<file path="config.mk">
export PLATFORM = sky130hd
export DESIGN_NAME = psum_collector
export DESIGN_NICKNAME = d
export VERILOG_FILES = /design/src/rtl/psum_collector_pkg.sv /design/src/rtl/psum_collector_lane_acc.sv /design/src/rtl/psum_collector.sv
export SDC_FILE = /design/constraint.sdc
export NUM_CORES = 2
export LEC_CHECK = 0
export BUFFER_PORTS_ARGS = -buffer_cell sky130_fd_sc_hd__buf_4
export CAP_MARGIN = 20
export CORE_AREA = 2 2 334 204
export DETAILED_ROUTE_END_ITERATION = 10
export DIE_AREA = 0 0 336 206
export SYNTH_ARGS = -nofsm -noshare
export SYNTH_HDL_FRONTEND = slang
export SYNTH_SLANG_ARGS = --single-unit
</file>
<file path="constraint.sdc">
create_clock -name clk -period 4.5 [get_ports clk]
set_input_delay 0.45 -clock clk [delete_from_list [all_inputs] [get_ports clk]]
set_output_delay 0.45 -clock clk [all_outputs]
set_load 0.03 [all_outputs]
</file>
<file path="src/rtl/psum_collector_pkg.sv">
// psum_collector_pkg
//   Shared definitions for the partial-sum collector:
//   - default geometry (LANES, DW, ACC_W, TW)
//   - output FSM state encoding
//   - relu_clamp: arithmetic right shift, then clamp to the unsigned range [0, 2^DW-1]
package psum_collector_pkg;

  localparam int LANES = 8;   // MAC lanes / output channels
  localparam int DW    = 8;   // partial-sum and result width per lane
  localparam int ACC_W = 16;  // signed per-lane accumulator width
  localparam int TW    = 8;   // tile-count config width

  typedef enum logic [0:0] {
    ST_COLLECT = 1'b0,  // waiting for every lane to finish its group
    ST_HOLD    = 1'b1   // packed word presented, waiting for the consumer
  } state_t;

  // Shift first, then ReLU, then saturate to DW bits.
  // A negative accumulator stays negative after an arithmetic shift, so the
  // sign bit alone decides the ReLU. Any set bit above DW-1 means the value
  // is above the output range.
  function automatic logic [DW-1:0] relu_clamp(input logic signed [ACC_W-1:0] acc,
                                               input logic [2:0] shift);
    logic signed [ACC_W-1:0] shifted;
    logic [DW-1:0] res;
    shifted = acc >>> shift;
    if (shifted[ACC_W-1]) begin
      res = '0;
    end else if (|shifted[ACC_W-2:DW]) begin
      res = '1;
    end else begin
      res = shifted[DW-1:0];
    end
    return res;
  endfunction

endpackage

</file>
<file path="src/rtl/psum_collector_lane_acc.sv">
// psum_lane_acc
//   One lane of the collector. It accumulates sign-extended partial sums
//   over tiles_k tiles, then produces a shifted/ReLU/clamped result and
//   raises done until the top-level handshake clears it.
//
//   clk, rst   : clock, synchronous active-high reset
//   psum, vld  : lane partial sum (signed) and its one-cycle valid
//   cfg_tiles  : tiles per group (0 means 1), latched on the first tile
//   cfg_shift  : arithmetic right shift applied at completion
//   clr_done   : top-level handshake this cycle; clears done
//   done, res  : result ready flag and the registered result
//   ovf        : pulse, a completion found the previous result undrained
module psum_lane_acc
  import psum_collector_pkg::*;
(
  input  logic          clk,
  input  logic          rst,
  input  logic [DW-1:0] psum,
  input  logic          vld,
  input  logic [TW-1:0] cfg_tiles,
  input  logic [2:0]    cfg_shift,
  input  logic          clr_done,
  output logic          done,
  output logic [DW-1:0] res,
  output logic          ovf
);

  logic signed [ACC_W-1:0] acc;
  logic [TW-1:0]           cnt;
  logic [TW-1:0]           tiles_k;

  logic signed [ACC_W-1:0] psum_sext;
  logic signed [ACC_W-1:0] new_acc;
  logic [TW-1:0]           tiles_eff;
  logic [TW-1:0]           cnt_inc;
  logic                    complete;

  // On the first tile of a group the live config is used, so a lane that
  // completes in a single tile sees the correct group size immediately.
  always_comb begin
    psum_sext = {{(ACC_W-DW){psum[DW-1]}}, psum};
    if (cnt == '0) begin
      new_acc   = psum_sext;
      tiles_eff = (cfg_tiles == '0) ? TW'(1) : cfg_tiles;
    end else begin
      new_acc   = acc + psum_sext;
      tiles_eff = tiles_k;
    end
    cnt_inc  = cnt + TW'(1);
    complete = vld && (cnt_inc == tiles_eff);
    // A handshake in the same cycle frees the slot, so that is not an overflow.
    ovf      = complete && done && !clr_done;
  end

  always_ff @(posedge clk) begin
    if (rst) begin
      acc     <= '0;
      cnt     <= '0;
      tiles_k <= '0;
      done    <= 1'b0;
      res     <= '0;
    end else begin
      if (vld) begin
        acc <= new_acc;
        if (cnt == '0) begin
          tiles_k <= tiles_eff;
        end
        cnt <= complete ? '0 : cnt_inc;
      end
      // Clear first, then a completion may set it again in the same cycle.
      if (clr_done) begin
        done <= 1'b0;
      end
      if (complete && !ovf) begin
        done <= 1'b1;
        res  <= relu_clamp(new_acc, cfg_shift);
      end
    end
  end

endmodule

</file>
<file path="src/rtl/psum_collector.sv">
// psum_collector
//   Collects the eight MAC lanes: each lane accumulates over a configurable
//   number of tiles, results are packed into one word and handed to the
//   output writer over a valid/ready handshake.
//
//   clk, rst   : clock, synchronous active-high reset
//   psum_i     : lane k partial sum at [DW*k +: DW], signed
//   vld_i      : per-lane partial-sum valid
//   cfg_tiles  : tiles per output group (0 means 1)
//   cfg_shift  : arithmetic right shift before ReLU/clamp
//   dout       : packed results, lane k at [DW*k +: DW]
//   out_vld    : dout valid
//   out_rdy    : consumer ready
//   ovf_err    : sticky, a lane completed while its last result was undrained
//   grp_cnt    : accepted output words, wraps
//
// Handshake: a word transfers on every rising edge where out_vld and out_rdy
// are both high; out_vld stays high and dout stays stable until that edge,
// and out_vld does not depend combinationally on out_rdy.
module psum_collector
  import psum_collector_pkg::*;
(
  input  logic                clk,
  input  logic                rst,
  input  logic [DW*LANES-1:0] psum_i,
  input  logic [LANES-1:0]    vld_i,
  input  logic [TW-1:0]       cfg_tiles,
  input  logic [2:0]          cfg_shift,
  output logic [DW*LANES-1:0] dout,
  output logic                out_vld,
  input  logic                out_rdy,
  output logic                ovf_err,
  output logic [15:0]         grp_cnt
);

  state_t              state;
  logic [LANES-1:0]    done;
  logic [LANES-1:0]    ovf;
  logic [DW*LANES-1:0] res;
  logic                clr_done;

  assign clr_done = (state == ST_HOLD) && out_rdy;

  for (genvar k = 0; k < LANES; k++) begin : g_lane
    psum_lane_acc u_lane (
      .clk       (clk),
      .rst       (rst),
      .psum      (psum_i[DW*k +: DW]),
      .vld       (vld_i[k]),
      .cfg_tiles (cfg_tiles),
      .cfg_shift (cfg_shift),
      .clr_done  (clr_done),
      .done      (done[k]),
      .res       (res[DW*k +: DW]),
      .ovf       (ovf[k])
    );
  end

  always_ff @(posedge clk) begin
    if (rst) begin
      state   <= ST_COLLECT;
      dout    <= '0;
      out_vld <= 1'b0;
      ovf_err <= 1'b0;
      grp_cnt <= '0;
    end else begin
      if (|ovf) begin
        ovf_err <= 1'b1;
      end
      case (state)
        ST_COLLECT: begin
          if (&done) begin
            dout    <= res;
            out_vld <= 1'b1;
            state   <= ST_HOLD;
          end
        end
        ST_HOLD: begin
          if (out_rdy) begin
            out_vld <= 1'b0;
            grp_cnt <= grp_cnt + 16'd1;
            state   <= ST_COLLECT;
          end
        end
        default: begin
          out_vld <= 1'b0;
          state   <= ST_COLLECT;
        end
      endcase
    end
  end

endmodule
</file>
* Yosys cells after proc, flatten, opt, wreduce, memory -nomap -nowiden
Cells that the tools add are included.
Operators by class: $add $sub $neg 17, $mul 0, div/mod/pow operators 0, magnitude comparators 0, equality and inequality tests 10, shift-type cells 8, multiplexer cells 56, bitwise logic cells 1, reduce and logical (&&, ||, !) cells 80
Operators by type and width (number):
- 2-to-1 mux 8 bit | 33
- adder 16 x 8 -> 16 bit | 8
- 2-to-1 mux 16 bit | 8
- >>> shifter 16 x 3 -> 16 bit | 8
- logical NOT 8 bit | 9
- adder 8 x 1 -> 8 bit, second input constant | 8
- == test 8 bit | 8
- OR reduction 7 bit | 8
- logical AND 1 bit | 33
- AND reduction 2 bit | 10
- adder 16 x 1 -> 16 bit, second input constant | 1
- nonzero test 2 bit | 8
- 2-to-1 mux 1 bit | 13
- logical NOT 1 bit | 9
- AND reduction 9 bit | 1
- AND reduction 8 bit | 1
- OR reduction 8 bit | 1
- != test 2 bit, second input constant | 2
- case mux 1 bit (2 select lines) | 2
- inverter 1 bit | 1
Storage, ports and cells: register bits after elaboration 411, latch bits 0, memory bits (writable) 0, bits in read-only memories 0, input port bits 86, word-level logic and storage cells 217, memories 0

* Depth between registers and ports, before layout
word-level depth 10, depth in mapped cells 16

* Cells and area by module
Synthesis repeated with hierarchy kept, for this count alone.
Second synthesis, totals: cells, all modules 3939, area total of the unflattened synthesis 31067.3 um^2
Modules (own cells, without submodules):
- psum_lane_acc at g_lane[4].u_lane ... | times used 3, cells each 454, area each 3575.9 um^2, sequential area each 820.8 um^2
- psum_lane_acc at g_lane[1].u_lane ... | times used 2, cells each 438, area each 3509.6 um^2, sequential area each 820.8 um^2
- psum_lane_acc at g_lane[3].u_lane | times used 1, cells each 461, area each 3573.4 um^2, sequential area each 820.8 um^2
- psum_lane_acc at g_lane[0].u_lane | times used 1, cells each 457, area each 3423.3 um^2, sequential area each 820.8 um^2
- psum_lane_acc at g_lane[5].u_lane | times used 1, cells each 404, area each 3239.4 um^2, sequential area each 820.8 um^2
- psum_collector | times used 1, cells each 379, area each 3084.2 um^2, sequential area each 1661.6 um^2

* Least setup slack after synthesis
No wires, ideal clock.
path type input to register, from input port psum_i[8], to register g_lane[1].u_lane.res[5], data arrival time 3.461 ns, slack 0.917 ns, stages on the path 12, path through ha_1 fa_1 a211oi_1 o21bai_1 a211oi_1 a21boi_0 nor4b_1 a221o_1 o211a_1 o41a_1 o21a_1 a221o_1
Between the ends: word-level cells in the longest chain between the ends 6
Ends and longest elaborated chain:
- from (decl) | line psum_collector.sv:25 | input logic [DW*LANES-1:0] psum_i,
- adder 16 x 8 -> 16 bit | line psum_collector_lane_acc.sv:46 | new_acc = acc + psum_sext;
- 2-to-1 mux 16 bit * | line psum_collector_lane_acc.sv:42 | if (cnt == '0) begin
- >>> shifter 16 x 3 -> 16 bit * | line psum_collector_pkg.sv:26 | shifted = acc >>> shift;
- OR reduction 7 bit | line psum_collector_pkg.sv:29 | end else if (|shifted[ACC_W-2:DW]) begin
- 2-to-1 mux 8 bit | line psum_collector_pkg.sv:29
- 2-to-1 mux 8 bit * | line psum_collector_pkg.sv:27 | if (shifted[ACC_W-1]) begin
- to (signal assigned) | line psum_collector_lane_acc.sv:76 | res <= relu_clamp(new_acc, cfg_shift);
- to (decl) | line psum_collector_lane_acc.sv:24 | output logic [DW-1:0] res,
Mark *: on every way between the ends. The rest lies on a longest branch, timed or not. A chain may end at the register's enable or synchronous reset.

* Final worst setup path
from register g_lane[1].u_lane.cnt[0], to register g_lane[1].u_lane.res[5]
Between the ends: word-level cells in the longest chain between the ends 8
Ends and longest elaborated chain:
- from (decl) | line psum_collector_lane_acc.sv:29 | logic [TW-1:0] cnt;
- from (signal assigned) | line psum_collector_lane_acc.sv:68 | cnt <= complete ? '0 : cnt_inc;
- parallel branches: the longest is 8 deep, another holds adder 8 x 1 -> 8 bit
Parallel ways; which one is timed is not known.

==> flow_metrics.py <==
metrics = {
    "sta": {
        "drv_slew": 0,
        "setup_viol": 0,
        "slew_headroom": 0.322,
        "setup-tns-final_ns": 0,
        "finalClockSkew_ns": 0.0210,
        "finalCritPeriodShare": 0.920,
        "fin_crit_ns": 4.14,
        "worstMarginPinSlew_ns": 1.00,
        "fmaxAchievable_mhz": 241,
        "rsz0062_at_grt": "false",
        "hold_ws_ns": 0.120,
        "finalHoldViolCount": 0,
    },
    "detailed_routing": {
        "route.vias.total": 28886,
        "drt_iter0_markers": 2833,
        "route.detailed.drc": 0,
        "first_pass_iters": 9,
        "avgRoutedWirePerCell_um": 19.5,
        "routed_wirelength_mm": 94.8,
        "ant_nets": 0,
        "vias_per_cell": 5.95,
    },
    "run": {
        "drv_cap": 0,
    },
    "global_routing": {
        "grt_max_degree": 84,
        "grt_usage": 0.267,
        "antenna_found_initial": 1,
        "gr-total-overflow": 0,
        "grt_pass1_wl_mm": 149,
        "grt_pass1_vias": 25384,
    },
    "die": {
        "start_util": 0.443,
        "die-height_um": 206,
        "core-area_um2": 66800,
        "num_io_pins": 168,
        "dieArea_um2": 69200,
        "die_w_um": 336,
        "num_rows": 74,
    },
    "cells_and_area": {
        "fill_cells": 6571,
        "nNetsFinal": 4137,
        "fin_cells": 4854,
        "areaGrowthSynthToFinish_pct": 12.3,
        "drive_gt1_frac": 0.102,
        "design_area_um2": 33200,
        "n_antenna_cell": 0,
    },
    "synth": {
        "syn_area_per_cell_um2": 7.62,
        "ys_async_sr_fraction": 0,
        "ys_warn_count": 0,
        "syn_inst": 3880,
        "ys_ff_latch": 411,
        "syn-cell-area_um2": 29600,
        "synthesis.nets": 4111,
        "synth_edf_count": 0,
        "synth.distinct_cells": 92,
        "synth_top_flop_cell": "dfxtp_1",
        "ys_seq_area_frac": 0.278,
    },
    "power": {
        "power.density_nw_per_um2": 348,
        "peakVddDrop_mv": 0.254,
        "leakage_uw": 0.0136,
    },
    "clocking": {
        "cts_buffer_depth": 3,
        "clkTransAtPathRegs_ns": 0.06,
        "cts_buffers": 45,
        "cts_root_buffer": "clkbuf_16",
        "clk_latency_ns": 0.61,
        "h-tree-depth": 2,
        "cts_tree": "yes",
        "hold_buffers": 0,
        "cts_sinks": 411,
    },
    "setup_path": {
        "required_ns": 5.04,
        "critPathKind": "reg -> reg",
        "cp_cell_sequence": "inv_1, ha_1, nor4b_2, and2_1, mux2i_1, xnor2_1, nand4_1, or3_1, a21oi_1, and3b_1, o21a_1, a221o_1",
        "cp_max_fo": 16,
        "critPathMaxStageDelay_ns": 0.74,
        "cp-start-kind": "flop",
        "cp_slowest_cell": "and2_1",
        "cp.arrival_ns": 4.68,
        "end_kind": "flop",
    },
    "placed_design": {
        "dp_hpwl_mm": 68.2,
        "io_buffers": 167,
        "globalplace.congestion": 0.920,
        "dpl.cell_count": 4771,
        "dpl_cell_area_um2": 31600,
    },
    "worst_hold_path": {
        "hold_class": "in -> reg",
    },
    "status": {
        "status": "complete, no violations",
    },
}
==> power by group <==
part	total (uW)	switching [uW]	internal, uW
clock network	4170	1720	2450
registers	3930	116	3810
logic	3460	2130	1330
==> cells in the final DEF, fill, tap and decap left out, drive strengths merged, types with 12 or more instances in the layout <==
cell type / count
a211o: 22
and2: 33
nor2: 398
o21ai: 169
dfxtp: 411
nand4: 31
a2111oi: 12
nand3b: 22
mux2: 26
a21o: 58
o211ai: 34
and4: 12
o21a: 36
o31ai: 20
a311oi: 22
clkbuf: 58
nand3: 163
o22ai: 15
and3: 51
mux4: 12
nand2: 465
xor2: 72
ha: 137
a21boi: 12
mux2i: 173
a211oi: 137
nor4: 15
a22oi: 27
o21bai: 24
buf: 245
xnor2: 123
nand2b: 45
a31oi: 40
a21oi: 405
or3: 30
nor3: 87
inv: 72
nor3b: 12
==> metal layers <==
metal / track usage / vias up / part of all wire / wire length, um
met2: 0.351 / 1083 / 0.37 / 35400
met3: 0.0574 / 81 / 0.088 / 8380
li1: - / 14248 / - / -
met4: 0.0516 / 2 / 0.016 / 1490
met1: 0.431 / 13472 / 0.52 / 49400
met5: 0.00922 / - / 0.00090 / 85
==> final cells by class <==
cell class,count,area (um^2),area share
Multi-Input combinational cell,3132,20100,0.604
Inverter,71,272,0.00818
Tap cell,912,1140,0.0344
Clock buffer,58,1300,0.0391
Sequential cell,411,8230,0.248
Timing Repair Buffer,245,1880,0.0567
Clock inverter,25,330,0.00995
==> cells in the mapped netlist (31+ instances only) <==
| master | number | area, um^2 |
|---|---|---|
| nor3_1 | 87 | 435 |
| xor2_1 | 72 | 631 |
| and2_1 | 31 | 194 |
| nand2_1 | 465 | 1750 |
| o211ai_1 | 34 | 255 |
| a21o_1 | 58 | 435 |
| mux2i_1 | 173 | 1730 |
| a31oi_1 | 40 | 250 |
| clkbuf_1 | 221 | 830 |
| inv_1 | 69 | 259 |
| xnor2_1 | 123 | 1080 |
| and3_1 | 51 | 319 |
| nand3_1 | 163 | 816 |
| a211oi_1 | 137 | 1030 |
| ha_1 | 137 | 1710 |
| dfxtp_1 | 411 | 8230 |
| nor2_1 | 397 | 1490 |
| o21a_1 | 36 | 270 |
| nand4_1 | 31 | 194 |
| nand2b_1 | 45 | 282 |
| a21oi_1 | 404 | 2020 |
| o21ai_0 | 169 | 846 |
==> per-stage QoR <==
step	total power, uW	utilization	worst slack, ns
floorplan	6490	-	0.917
detailed placement	7370	0.473	0.330
CTS	11600	0.497	0.384
global route	12100	0.497	0.0699
finish	11600	0.497	0.359
global placement	7370	0.473	0.450
==> logic make-up after synthesis <==
logic type,count (synthesis),synth area share
compound gates,1163,0.255
fa+ha+maj,145,0.0634
mux,211,0.0776
simple gates,1417,0.223
buf+inv,337,0.0443
xor+xnor,196,0.0585
flops,411,0.278
==> path summary, 6_finish.rpt <==
path / cells past startpoint / end / from / slack, ns
min reg2reg: 1 / g_lane[7].u_lane.res[6] / g_lane[7].u_lane.res[6] / 0.45
min: 3 / state / out_rdy / 0.12
max reg2reg: 12 / g_lane[1].u_lane.res[5] / g_lane[1].u_lane.cnt[0] / 0.36
max: 12 / g_lane[1].u_lane.res[5] / g_lane[1].u_lane.cnt[0] / 0.36
==> registers in the layout, summed over array words and instances (netlist names) <==
signal	cells
g_lane.u_lane.cnt	64
g_lane.u_lane.acc	128
g_lane.u_lane.done	8
out_vld	1
g_lane.u_lane.res	64
grp_cnt	16
g_lane.u_lane.tiles_k	64
state	1
dout	64
ovf_err	1
==> critical path, delay by kind of cell, from the launching register on <==
kind | cells | cell delay, ns
multiplexers | 1 | 0.32
XOR/XNOR | 1 | 0.15
adder cells (fa/ha/maj) | 1 | 0.14
AO/OA/AOI/OAI | 3 | 0.73
buffers and inverters | 1 | 0.10
flip-flops | 1 | 0.37
AND/OR/NAND/NOR | 5 | 2.25
==> repair_timing <==
item / in CTS / in global routing
gates resized for setup: 0 / 1
endpoints found under the setup margin: 0 / 6
setup buffers: 0 / 0
Note: power is estimated with default switching activity, not from simulation.
